<file path="src/rtl/config_tx.sv">
// Serial configuration transmitter: latches a config word on a START rising edge,
// holds off LINE_PERIOD clocks, then shifts it out MSB-first with a bit clock.
module config_tx #(
  parameter int CLOCK_PERIOD_PS = 20833,
  parameter int BIT_PERIOD_NS   = 400,
  parameter int C_NO_CFG_BITS   = 24
) (
  input  logic                     CLOCK,
  input  logic                     RESET,
  input  logic                     START,
  input  logic [15:0]              LINE_PERIOD,
  input  logic [C_NO_CFG_BITS-1:0] INPUT,
  output logic                     TX_END,
  output logic                     TX_DAT,
  output logic                     TX_CLK,
  output logic                     TX_OE
);

  localparam int BIT_CLKS = (BIT_PERIOD_NS * 1000) / CLOCK_PERIOD_PS;
  localparam int HALF     = BIT_CLKS / 2;
  localparam int CW       = $clog2(BIT_CLKS + 1);
  localparam int BW       = $clog2(C_NO_CFG_BITS + 1);

  localparam logic [CW-1:0] CLK_LAST = CW'(BIT_CLKS - 1);
  localparam logic [CW-1:0] CLK_HALF = CW'(HALF);
  localparam logic [BW-1:0] BIT_LAST = BW'(C_NO_CFG_BITS - 1);

  generate
    if (BIT_CLKS < 2) begin : g_bit_clks_check
      $error("config_tx: bit period must span at least two clock cycles");
    end
  endgenerate

  typedef enum logic [1:0] {
    S_IDLE = 2'd0,
    S_WAIT = 2'd1,
    S_TX   = 2'd2,
    S_DONE = 2'd3
  } state_t;

  state_t                   state;
  state_t                   state_nxt;
  logic                     start_q;
  logic                     rise;
  logic [15:0]              wait_cnt;
  logic [15:0]              wait_cnt_nxt;
  logic [CW-1:0]            clk_cnt;
  logic [CW-1:0]            clk_cnt_nxt;
  logic [BW-1:0]            bit_cnt;
  logic [BW-1:0]            bit_cnt_nxt;
  logic [C_NO_CFG_BITS-1:0] shreg;
  logic [C_NO_CFG_BITS-1:0] shreg_nxt;
  logic                     tx_end_nxt;

  assign rise = START & ~start_q;

  // Next-state and datapath; START edges outside IDLE are deliberately dropped.
  always_comb begin
    state_nxt    = state;
    wait_cnt_nxt = wait_cnt;
    clk_cnt_nxt  = clk_cnt;
    bit_cnt_nxt  = bit_cnt;
    shreg_nxt    = shreg;
    tx_end_nxt   = TX_END;
    case (state)
      S_IDLE: begin
        if (rise) begin
          shreg_nxt    = INPUT;
          tx_end_nxt   = 1'b0;
          wait_cnt_nxt = LINE_PERIOD;
          clk_cnt_nxt  = '0;
          bit_cnt_nxt  = '0;
          state_nxt    = (LINE_PERIOD == 16'd0) ? S_TX : S_WAIT;
        end else begin
          state_nxt = S_IDLE;
        end
      end
      S_WAIT: begin
        if (wait_cnt <= 16'd1) begin
          wait_cnt_nxt = 16'd0;
          state_nxt    = S_TX;
        end else begin
          wait_cnt_nxt = wait_cnt - 16'd1;
        end
      end
      S_TX: begin
        if (clk_cnt == CLK_LAST) begin
          clk_cnt_nxt = '0;
          shreg_nxt   = {shreg[C_NO_CFG_BITS-2:0], 1'b0};
          if (bit_cnt == BIT_LAST) begin
            bit_cnt_nxt = '0;
            state_nxt   = S_DONE;
          end else begin
            bit_cnt_nxt = bit_cnt + BW'(1);
          end
        end else begin
          clk_cnt_nxt = clk_cnt + CW'(1);
        end
      end
      S_DONE: begin
        tx_end_nxt = 1'b1;
        state_nxt  = S_IDLE;
      end
      default: begin
        state_nxt = S_IDLE;
      end
    endcase
  end

  // State, counters and outputs; outputs are decoded from next state so they align with it.
  always_ff @(posedge CLOCK or negedge RESET) begin
    if (!RESET) begin
      state    <= S_IDLE;
      start_q  <= 1'b0;
      wait_cnt <= 16'd0;
      clk_cnt  <= '0;
      bit_cnt  <= '0;
      shreg    <= '0;
      TX_END   <= 1'b0;
      TX_DAT   <= 1'b0;
      TX_CLK   <= 1'b0;
      TX_OE    <= 1'b0;
    end else begin
      state    <= state_nxt;
      start_q  <= START;
      wait_cnt <= wait_cnt_nxt;
      clk_cnt  <= clk_cnt_nxt;
      bit_cnt  <= bit_cnt_nxt;
      shreg    <= shreg_nxt;
      TX_END   <= tx_end_nxt;
      TX_OE    <= (state_nxt == S_TX);
      TX_DAT   <= (state_nxt == S_TX) ? shreg_nxt[C_NO_CFG_BITS-1] : 1'b0;
      TX_CLK   <= (state_nxt == S_TX) && (clk_cnt_nxt >= CLK_HALF);
    end
  end

endmodule

</file>
<file path="config.mk">
export PLATFORM = sky130hd
export DESIGN_NAME = config_tx
export DESIGN_NICKNAME = d
export VERILOG_FILES = /design/src/rtl/config_tx.sv
export SDC_FILE = /design/constraint.sdc
export NUM_CORES = 1
export LEC_CHECK = 0
export ABC_AREA = 0
export CORE_MARGIN = 1.5
export CORE_UTILIZATION = 30
export CTS_CLUSTER_SIZE = 25
export DETAILED_ROUTE_END_ITERATION = 8
export REMOVE_ABC_BUFFERS = 1
export SLEW_MARGIN = 10
export SYNTH_ARGS = -nofsm -noshare
export SYNTH_HDL_FRONTEND = slang
export SYNTH_SLANG_ARGS = --single-unit
</file>
<file path="constraint.sdc">
create_clock -name CLOCK -period 3.14 [get_ports CLOCK]
set_input_delay 0.314 -clock CLOCK [delete_from_list [all_inputs] [get_ports CLOCK]]
set_output_delay 0.314 -clock CLOCK [all_outputs]
set_load 0.02 [all_outputs]
</file>
=== Yosys cells after proc, flatten, opt, wreduce, memory -nomap -nowiden ===
Index checks and enable logic that the tools add are counted.

* Equal/unequal tests: 8
* Add/sub/neg operators: 3
* Bitwise operators: 2
* Reductions and logical operators: 9
* Muxes and demuxes: 22
* $lt $le $gt $ge: 2

{| class="wikitable"
|+ Operator list
! kind !! count
|-
| 24-bit two-way mux || 2
|-
| 24-bit case mux with 2 select lines || 1
|-
| 16-bit two-way mux || 2
|-
| 16-bit case mux with 2 select lines || 1
|-
| 5-bit two-way mux || 5
|-
| 5-bit case mux with 2 select lines || 2
|-
| 16-bit by 1-bit <= comparator with 1-bit output (second input constant) || 1
|-
| 16-bit logical NOT || 1
|-
| 16-bit by 1-bit subtractor with 16-bit output (second input constant) || 1
|-
| 5-bit by 1-bit adder with 5-bit output (second input constant) || 2
|-
| 5-bit == test (second input constant) || 2
|-
| 2-bit two-way mux || 5
|-
| 2-bit case mux with 4 select lines || 1
|-
| 2-bit == test (second input constant) || 3
|-
| 2-bit nonzero test || 3
|-
| 5-bit by 4-bit greater-or-equal comparator with 1-bit output (second input constant) || 1
|-
| 2-bit != test (second input constant) || 2
|-
| 2-bit AND reduction || 2
|-
| 3-bit AND reduction || 1
|-
| 2-bit by 1-bit == test with 1-bit output (second input constant) || 1
|-
| 2-bit logical NOT || 1
|-
| 1-bit two-way mux || 2
|-
| 1-bit case mux with 2 select lines || 1
|-
| 1-bit AND || 1
|-
| other kinds (2) || 2
|}

* Logic and storage cells: 57
* Bits of input ports: 43
* Bits in registers: 57

=== Depth between registers and ports, before layout ===
Gate-level depths: netlist of the first run.

* Depth in word-level cells: 6
* Depth in mapped cells: 9
* Depth with buffers taken out: 7

=== Least setup slack after synthesis of the first run ===
Ideal clock, no wire load.

* Path type: register to register
* From: register wait_cnt[4]
* To: register wait_cnt[13]
* Arrival time: 2.050 ns
* Buffers on the path: 1
* Setup slack: 0.964 ns
* Cell stages (with the launch flop): 7
* Path through: dfrtp_1 > or4_4 > buf_6 > or4_4 > o41ai_2 > o21ai_1 > a221o_1

* Word-level cells in the longest chain between the ends: 3
* Elaborated cells on any way between the ends: 4
* Classes of those cells: add/sub: 1; order compare: 1; mux: 2

{| class="wikitable"
|+ RTL lines
! what !! line !! text
|-
| start: declaration || 45 || <nowiki>logic [15:0] wait_cnt;</nowiki>
|-
| start signal: assignment || 126 || <nowiki>wait_cnt <= wait_cnt_nxt;</nowiki>
|-
| 16-bit by 1-bit subtractor with 16-bit output or 16-bit by 1-bit <= comparator with 1-bit output (tied branches) || 83, 79 ||
|-
| 16-bit two-way mux * || 79 || <nowiki>if (wait_cnt <= 16'd1) begin</nowiki>
|-
| 16-bit case mux with 2 select lines * || 65 || <nowiki>case (state)</nowiki>
|}

Mark *: on every way between the ends. The rest lies on a longest branch, timed or not.
A chain may end at the register's enable or synchronous reset.

=== Worst setup path in the final report of the first run ===
* From: register wait_cnt[4]
* To: register wait_cnt[9]

The elaborated chain is that of the path after synthesis.

==> results.py, run 1 <==
metrics = {
    "floorplanning": {
        "start_util_pct": 31.1,
        "core_area_sq_um": 9330,
        "dieArea_sq_um": 10300,
        "io-pin-count": 47,
        "rows": 35,
        "die_height_um": 101,
        "die_w_um": 101,
    },
    "synthesis": {
        "synth-async-reset-ratio_pct": 100,
        "synth-edff-count": 0,
        "synth_cell_types": 51,
        "synth.most_common_cell": "dfrtp_1",
        "synth-seq-cells": 57,
        "yosysSeqAreaShare_pct": 49.2,
        "syn_avg_cell_area_sq_um": 9.84,
        "syn_inst": 295,
        "synth_compound_area_share_pct": 25.9,
        "synth_top_family_by_area": "compound AO/OA/AOI/OAI gates",
        "yosys.area_share.simple_pct": 16.0,
        "yosys.area_share.xor_xnor_pct": 0.302,
        "synth_top_area_share_pct": 49.2,
        "ys_warn_count": 0,
        "synth_ff_type": "dfrtp_1",
        "muxShareOfSynthArea_pct": 0,
        "synth_fa_ha_area_share_pct": 2.16,
        "syn-cell-area_sq_um": 2900,
        "synth_commonest_cells": "dfrtp_1, inv_1, o21ai_0",
        "yosysTopAreaCell": "dfrtp_1",
        "synthTopCellsByArea": "dfrtp_1, a222oi_1, o21ai_0",
    },
    "timing": {
        "period_share_pct": 77.1,
        "setup_viol": 0,
        "slew_headroom_pct": 53.3,
        "finalHoldViolCount": 0,
        "fin_crit_ps": 2420,
        "fin_skew_ps": 12.6,
        "worst_slew_pin_slew_ps": 700,
        "slew_violations": 0,
        "holdWs_ps": 20.3,
        "rsz0062_at_grt": "false",
        "max_freq_mhz": 413,
    },
    "worst_setup_path": {
        "worstSetupPathType": "register to register",
        "slowest_stage": "or4_4",
        "cp.arrival_ps": 2640,
        "cp.required_ps": 3360,
        "path_cells": "or4_4 > nor3_2 > a21o_1 > o21ai_0 > a221o_1",
        "start_kind": "register",
        "path_max_fanout": 19,
        "crit_path_max_incr_delay_ps": 560,
        "cp-end-kind": "register",
    },
    "placed_design": {
        "gp_congestion": 0.832,
        "place_hpwl_um": 4860,
        "portBuffers": 46,
    },
    "routing": {
        "wire_per_inst_um": 15.1,
        "drt_first_iter_violations": 287,
        "num_vias": 2568,
        "drt_pass1_iterations": 6,
        "wl_um": 7210,
        "drtAntennaViolNets": 0,
        "viasPerCell": 5.39,
        "drc_errors": 0,
    },
    "cells_and_area": {
        "n_fill_cell": 898,
        "nNetsFinal": 390,
        "multi_input_area_sq_um": 1290,
        "drive_gt1_share_pct": 9.51,
        "num_antenna_cells": 0,
        "area_growth_pct": 27.9,
        "fin_util_pct": 39.8,
        "seqCellArea_sq_um": 1430,
    },
    "global_routing": {
        "antenna_found_initial": 0,
        "grtUsageMet1_pct": 21.6,
        "grt_busiest_layer": "met2",
        "first_global_vias": 2438,
        "use_met3_pct": 4.28,
        "grt_overflow": 0,
        "track_usage_pct": 15.2,
        "grt_pass1_wl_um": 12100,
        "grt_max_degree": 32,
        "grt_util_met2_pct": 21.8,
    },
    "clocking": {
        "numCtsBuffers": 9,
        "ctsResizeCount": 0,
        "postCtsHoldBufs": 0,
        "clock-sinks": 57,
        "htreeDepth": 3,
        "cts_setup_buffers": 0,
        "cts_tree": "yes",
        "insertion_delay_ps": 340,
        "clockBufferDepth": 2,
        "path_clk_slew_ps": 80,
        "root_buffer": "clkbuf_8",
    },
    "hold_path": {
        "min_path_type": "input port to asynchronous set/reset pin",
    },
    "power": {
        "p_per_area_nw_per_um2": 419,
        "vdd_drop_max_mv": 0.237,
        "p_leak_uw": 0.00161,
    },
    "flow_run": {
        "max_cap_violations": 0,
    },
    "run_status": {
        "status": "complete, no violations",
    },
}
-- critical path, delay by kind of cell, from the launching register on --
kind | cells | cell delay (ps)
AO/OA/AOI/OAI | 3 | 1090
flip-flops | 1 | 440
AND/OR/NAND/NOR | 2 | 770
-- metrics by stage --
stage,TNS (ps),area (sq um),std cells,setup WS (ps),total power (uW)
after floorplan,-8600,2820,277,-451,791
after global placement,0,3510,460,862,869
after detailed placement,0,3510,460,806,870
after CTS,0,3710,476,752,1580
after global routing,0,3710,476,554,1640
final,0,3710,476,718,1560
-- flip-flops by register name, indices dropped and copies added (netlist names) --
register,count
bit_cnt,5
wait_cnt,16
clk_cnt,5
TX_DAT,1
TX_END,1
start_q,1
shreg,24
state,2
TX_CLK,1
TX_OE,1
-- metal layers --
metal  routed length (um)  vias up
met5                    0        -
met1                 3410     1265
met3                  419       11
li1                     -     1220
met2                 3260       72
met4                  119        0
-- layout by cell type (no fill, tap or decap), types with 3 or more instances in the layout --
master,netlist,routed
inv_1,30,30
buf_4,0,8
o31ai_1,5,5
clkdlybuf4s50_1,0,45
a221o_1,3,3
o21ai_0,26,26
a22o_1,5,5
ha_1,5,5
clkbuf_8,0,10
a32oi_1,5,5
nand3_1,7,7
nor2_1,13,13
a22oi_1,3,3
nor4_1,6,6
o2bb2ai_1,3,3
nand2_1,22,22
a222oi_1,22,22
nand2b_1,4,4
nor3_1,7,7
a21oi_1,10,10
dfrtp_1,57,57
nor2b_1,3,3
-- report_power, final --
part | internal (uW) | leakage, uW | switching (uW) | total, uW
sequential | 750 | 0.000675 | 11.4 | 762
clock | 389 | 0.0000985 | 313 | 701
combinational | 58.5 | 0.000837 | 35.0 | 93.5
-- worst paths after layout --
kind / startpoint / to / slack, ps / cells after the start
hold / removal: RESET / TX_CLK / 20 / 1
setup / recovery: wait_cnt[4] / wait_cnt[9] / 720 / 5
min in group CLOCK: bit_cnt[4] / bit_cnt[4] / 490 / 1
setup reg to reg: wait_cnt[4] / wait_cnt[9] / 720 / 5
hold reg to reg: bit_cnt[4] / bit_cnt[4] / 490 / 1
max in group asynchronous: RESET / shreg[1] / 2310 / 2
-- cell type report --
cell class / count / area share, %
Sequential cell: 57 / 38.4
Inverter: 30 / 3.03
Multi-Input combinational cell: 190 / 34.8
Tap cell: 129 / 4.35
Clock buffer: 10 / 3.71
Timing Repair Buffer: 54 / 13.9
Clock inverter: 6 / 1.82
-- logic make-up after synthesis --
kind of cell               Yosys count
AOI/OAI and AO/OA                  100
and+or+nand+nor                     84
DFF                                 57
buffers and inverters               48
adders and majority gates            5
xor gates and xnor gates             1
Note: power is estimated with default switching activity, not from simulation.
==> inputs of run 2 (changes only) <==
==> constraint.sdc (replaced) <==
create_clock -name CLOCK -period 2.3 [get_ports CLOCK]
set_input_delay 0.23 -clock CLOCK [delete_from_list [all_inputs] [get_ports CLOCK]]
set_output_delay 0.23 -clock CLOCK [all_outputs]
set_load 0.02 [all_outputs]
==> run 2 against run 1 <==
Global-route usage barely moved. Clock power rose by 38%. Sequential power rose by 36%. Core utilization rose by 1.4 points. Flip-flop and latch count did not move. First-iteration DRC count fell by 5.6%. Cell count rose by 2.9%. Via count rose by 1.4%. Clock skew fell by 3.1 ps. Sequential share of layout area fell by 1.3 points. Combinational power rose by 42%. Worst setup slack got worse by 600 ps. Critical path type unchanged. Critical endpoint is now wait_cnt[13]. Largest cell class unchanged.
==> results.py, run 2 (synthesized netlist as in run 1, its figures left out) <==
metrics = {
    "run_status": {
        "status": "complete, no violations",
    },
    "cells_and_area": {
        "top_regs": "shreg x24, wait_cnt x16",
        "area_growth_pct": 32.4,
        "instances_no_fill": 490,
        "num_antenna_cells": 0,
        "layout_common_cells": "dfrtp_1, clkdlybuf4s50_1, inv_1, o21ai_0",
        "nNetsFinal": 404,
        "layout_commonest_cell": "dfrtp_1",
        "final_cell_area_sq_um": 3840,
        "largest_register_ffs": 24,
        "drive_gt1_share_pct": 13.3,
        "regMostFlops": "shreg",
        "fin_util_pct": 41.2,
    },
    "power": {
        "p_per_area_nw_per_um2": 557,
        "p_leak_uw": 0.00169,
        "vdd_drop_max_mv": 0.288,
    },
    "clocking": {
        "path_clk_slew_ps": 70,
        "clock-sinks": 57,
        "cts_tree": "yes",
        "htreeDepth": 3,
        "clockBufferDepth": 2,
        "cts_setup_buffers": 0,
        "insertion_delay_ps": 340,
        "numCtsBuffers": 9,
        "root_buffer": "clkbuf_8",
    },
    "routing": {
        "num_vias": 2604,
        "viasPerCell": 5.31,
        "wl_um": 7300,
        "wire_per_inst_um": 14.9,
        "drc_errors": 0,
        "drt_pass1_iterations": 6,
        "drt_first_iter_violations": 271,
        "drtAntennaViolNets": 0,
    },
    "timing": {
        "slew_headroom_pct": 68.1,
        "rsz0062_at_grt": "false",
        "slew_violations": 0,
        "setup_viol": 0,
        "fin_crit_ps": 2180,
        "finalHoldViolCount": 0,
        "worst_slew_pin_slew_ps": 479,
        "period_share_pct": 94.7,
        "fin_skew_ps": 9.54,
        "max_freq_mhz": 459,
        "fin_tns_setup_ps": 0,
        "fin_ws_ps": 122,
    },
    "worst_setup_path": {
        "worstSetupPathType": "register to register",
        "cp-end-kind": "register",
        "start_kind": "register",
        "critPathTopFamily": "simple AND/OR/NAND/NOR gates",
        "worst-path-buf-inv": 0,
        "path_max_fanout": 5,
        "path_cells": "or4_1 > or4_4 > o41ai_2 > o21ai_1 > a221o_1",
        "slowest_stage": "or4_1",
        "cp.required_ps": 2530,
        "cp.depth": 5,
        "rr_worst_depth": 5,
        "cp.arrival_ps": 2400,
        "crit_path_max_incr_delay_ps": 570,
    },
    "global_routing": {
        "grt_busiest_layer": "met2",
        "first_global_vias": 2502,
        "grtUsageMet1_pct": 20.2,
        "grt_util_met2_pct": 23.2,
        "use_met3_pct": 4.07,
        "grt_max_degree": 41,
        "grt_overflow": 0,
        "antenna_found_initial": 0,
        "track_usage_pct": 15.2,
        "grt_pass1_wl_um": 12000,
    },
    "placed_design": {
        "gp_congestion": 0.884,
        "pre_cts_ws_ps": 99.0,
        "dp_cells": 473,
        "portBuffers": 46,
        "place_hpwl_um": 5080,
        "dpl_cell_area_sq_um": 3620,
    },
    "floorplanning": {
        "die_height_um": 101,
        "rows": 35,
        "die_w_um": 101,
        "dieArea_sq_um": 10300,
        "start_util_pct": 31.1,
        "io-pin-count": 47,
        "core_area_sq_um": 9330,
    },
    "hold_path": {
        "min_path_type": "input port to asynchronous set/reset pin",
    },
    "flow_run": {
        "max_cap_violations": 0,
    },
}
==> run 2: cell types whose count changed in the layout (fill, tap and decap cells not counted), sizes merged <==
cell and change:
buf +13, dlygate4sd3 +1
==> run 2: path summary, 6_finish.rpt <==
| check | endpoint | slack, ps | start |
|---|---|---|---|
| worst max-delay path | wait_cnt[13] | 120 | wait_cnt[2] |
| worst min-delay path | shreg[4] | 390 | RESET |
| max in group asynchronous | TX_END | 1360 | RESET |
| min in group CLOCK | start_q | 420 | START |
| worst min register to register | bit_cnt[4] | 480 | bit_cnt[4] |
| worst max register to register | wait_cnt[13] | 120 | wait_cnt[2] |
==> run 2: what timing repair did <==
| item | 4_1_cts | 5_1_grt |
|---|---|---|
| resized for setup | 0 | 2 |
| hold buffers | 1 | 0 |
| setup endpoints to repair | 0 | 5 |
| hold endpoints to repair | 17 | 0 |
==> run 2: per-layer routing <==
metal,routed length (um),share of wire (%),vias to the layer above
met2,3360,46,70
met1,3440,47,1270
li1,-,-,1253
met4,125,1.7,0
met3,372,5.1,11
met5,0,0,-
==> run 2: per-stage QoR <==
step,total power (uW),hold WS (ps)
global route,2230,420
detailed placement,1190,200
CTS,2160,404
finish,2140,387
global placement,1190,188
floorplan,1080,-65.6
==> run 2: cell type report <==
type                    count  area, sq um
fillers                   906         5490
flip-flops and latches     57         1430
multi-input cells         190         1300
repair buffers             68          636
well taps                 129          161
clock buffers              10          138
inverters                  30          113
clock inverters             6         67.6
==> run 2: power by group <==
| group | total (uW) | switching (uW) | internal, uW |
|---|---|---|---|
| clock | 967 | 437 | 531 |
| combinational | 133 | 49.3 | 83.2 |
| sequential | 1040 | 15.0 | 1020 |
==> inputs of run 3 (changes only) <==
==> constraint.sdc (replaced) <==
create_clock -name CLOCK -period 2.3 [get_ports CLOCK]
set_input_delay 0.23 -clock CLOCK [delete_from_list [all_inputs] [get_ports CLOCK]]
set_output_delay 0.23 -clock CLOCK [all_outputs]
set_load 0.1 [all_outputs]
==> run 3 against run 2 <==
Combinational power is essentially flat. Total power grew 9.8%. Worst hold slack gained 2.0 ps. Non-clock buffer count shrank 1. Critical path depth is the same. First-iteration DRC count shrank 1.8%. Clock power grew 22%. Global-route usage shrank 0.28 points. Sequential share of layout area shrank 0.30 points. Die area is the same.
==> results.py, run 3 (synthesized netlist as in run 1, its figures left out) <==
metrics = {
    "run_status": {
        "status": "complete, no violations",
    },
    "power": {
        "p_per_area_nw_per_um2": 607,
        "combPwrFrac_pct": 5.6,
        "seqPwrFrac_pct": 44.2,
        "p_sw_uw": 510,
        "vdd_drop_max_mv": 0.257,
        "p_sw_share_pct": 21.7,
        "clkPwrFrac_pct": 50.2,
        "p_leak_uw": 0.00172,
        "intPower_uw": 1840,
    },
    "routing": {
        "wire_per_inst_um": 14.7,
        "drt_pass1_iterations": 6,
        "num_vias": 2605,
        "drtAntennaViolNets": 0,
        "drt_first_iter_violations": 266,
        "drc_errors": 0,
        "wl_um": 7210,
        "viasPerCell": 5.33,
    },
    "cells_and_area": {
        "layout_common_cells": "dfrtp_1, clkdlybuf4s50_1, inv_1, o21ai_0, buf_4",
        "drive_gt1_share_pct": 14.4,
        "instances_no_fill": 489,
        "final_cell_area_sq_um": 3870,
        "num_antenna_cells": 0,
        "layout_commonest_cell": "dfrtp_1",
        "area_growth_pct": 33.5,
        "nNetsFinal": 403,
        "top_regs": "shreg x24, wait_cnt x16",
        "largest_register_ffs": 24,
        "regMostFlops": "shreg",
    },
    "timing": {
        "fin_tns_setup_ps": 0,
        "fin_ws_ps": 89.5,
        "slew_headroom_pct": 71.5,
        "max_freq_mhz": 452,
        "period_share_pct": 96.1,
        "setup_viol": 0,
        "holdWs_ps": 389,
        "slew_violations": 0,
        "worst_slew_pin_slew_ps": 422,
        "fin_skew_ps": 10.1,
        "fin_crit_ps": 2210,
        "finalHoldViolCount": 0,
        "rsz0062_at_grt": "false",
    },
    "worst_setup_path": {
        "cp.arrival_ps": 2440,
        "worstSetupPathType": "register to register",
        "path_max_fanout": 7,
        "start_kind": "register",
        "cp-end-kind": "register",
        "cp.required_ps": 2530,
    },
    "floorplanning": {
        "start_util_pct": 31.1,
        "rows": 35,
        "io-pin-count": 47,
        "core_area_sq_um": 9330,
        "dieArea_sq_um": 10300,
        "die_height_um": 101,
        "die_w_um": 101,
    },
    "clocking": {
        "insertion_delay_ps": 330,
        "cts_tree": "yes",
        "numCtsBuffers": 9,
        "clock-sinks": 57,
        "clockBufferDepth": 2,
        "path_clk_slew_ps": 80,
        "htreeDepth": 3,
        "root_buffer": "clkbuf_8",
    },
    "hold_path": {
        "min_path_type": "input port to asynchronous set/reset pin",
    },
    "global_routing": {
        "grt_overflow": 0,
        "track_usage_pct": 14.9,
        "first_global_vias": 2448,
        "grt_max_degree": 41,
        "grt_pass1_wl_um": 12000,
        "antenna_found_initial": 0,
    },
    "placed_design": {
        "dp_cells": 472,
        "dpl_cell_area_sq_um": 3600,
        "portBuffers": 46,
        "place_hpwl_um": 5020,
        "gp_congestion": 0.867,
        "pre_cts_ws_ps": 90.7,
    },
    "flow_run": {
        "max_cap_violations": 0,
    },
}
==> run 3: changes by cell type in the layout (fill, tap and decap cells not counted), sizes merged <==
cell,delta
clkinv,-2
buf,+3
clkinvlp,-2
clkbuf,-1
inv,+3
bufinv,+2
clkdlybuf4s50,-4
==> run 3: routing by layer <==
layer  GRT usage (%)  vias up  wire [um]
li1                -     1245          -
met1            20.1     1273       3350
met2            23.4       73       3390
met3            3.11       14        330
met4            6.09        0        141
met5               0        -          0
==> run 3: critical path, cell delays in order, from the launching register on <==
cell     delay, ps
dfrtp_1        400
or4_4          590
or4_4          550
o41ai_2        220
o21ai_1         90
a221o_1        250
==> run 3: worst paths after layout <==
path	from	end	slack, ps	cells past startpoint
setup / recovery	wait_cnt[6]	wait_cnt[13]	90	5
hold / removal	RESET	shreg[2]	390	2
setup reg to reg	wait_cnt[6]	wait_cnt[13]	90	5
hold reg to reg	bit_cnt[4]	bit_cnt[4]	490	1
max in group asynchronous	RESET	clk_cnt[1]	1350	3
min in group CLOCK	START	start_q	400	1
==> run 3: what timing repair did <==
action	4_1_cts	5_1_grt
gates resized for setup	0	3
hold buffers	1	0
endpoints found under the setup margin	0	5
buffers inserted	0	0
hold endpoints to repair	17	0
==> run 3: area by class of cell <==
class / count / area, sq um
Timing Repair Buffer: 67 / 618
Inverter: 30 / 113
Clock buffer: 9 / 124
Fill cell: 910 / 5460
Tap cell: 129 / 161
Multi-Input combinational cell: 190 / 1310
Clock inverter: 7 / 125
Sequential cell: 57 / 1430
==> run 3: power by group through the flow <==
| stage | sequential (uW) | combinational, uW | clock [uW] |
|---|---|---|---|
| final | 1040 | 132 | 1180 |
| after floorplan | 1050 | 26.5 | 0 |
| after detailed placement | 1060 | 134 | 0 |
| after CTS | 1040 | 135 | 1210 |
| after global placement | 1060 | 132 | 0 |
| after global routing | 1040 | 146 | 1260 |
==> run 3: metrics by stage <==
stage	utilization (%)	power [uW]
final	41.5	2350
after global routing	41.5	2450
after CTS	41.4	2380
after detailed placement	38.6	1190
after global placement	38.6	1190
after floorplan	-	1080
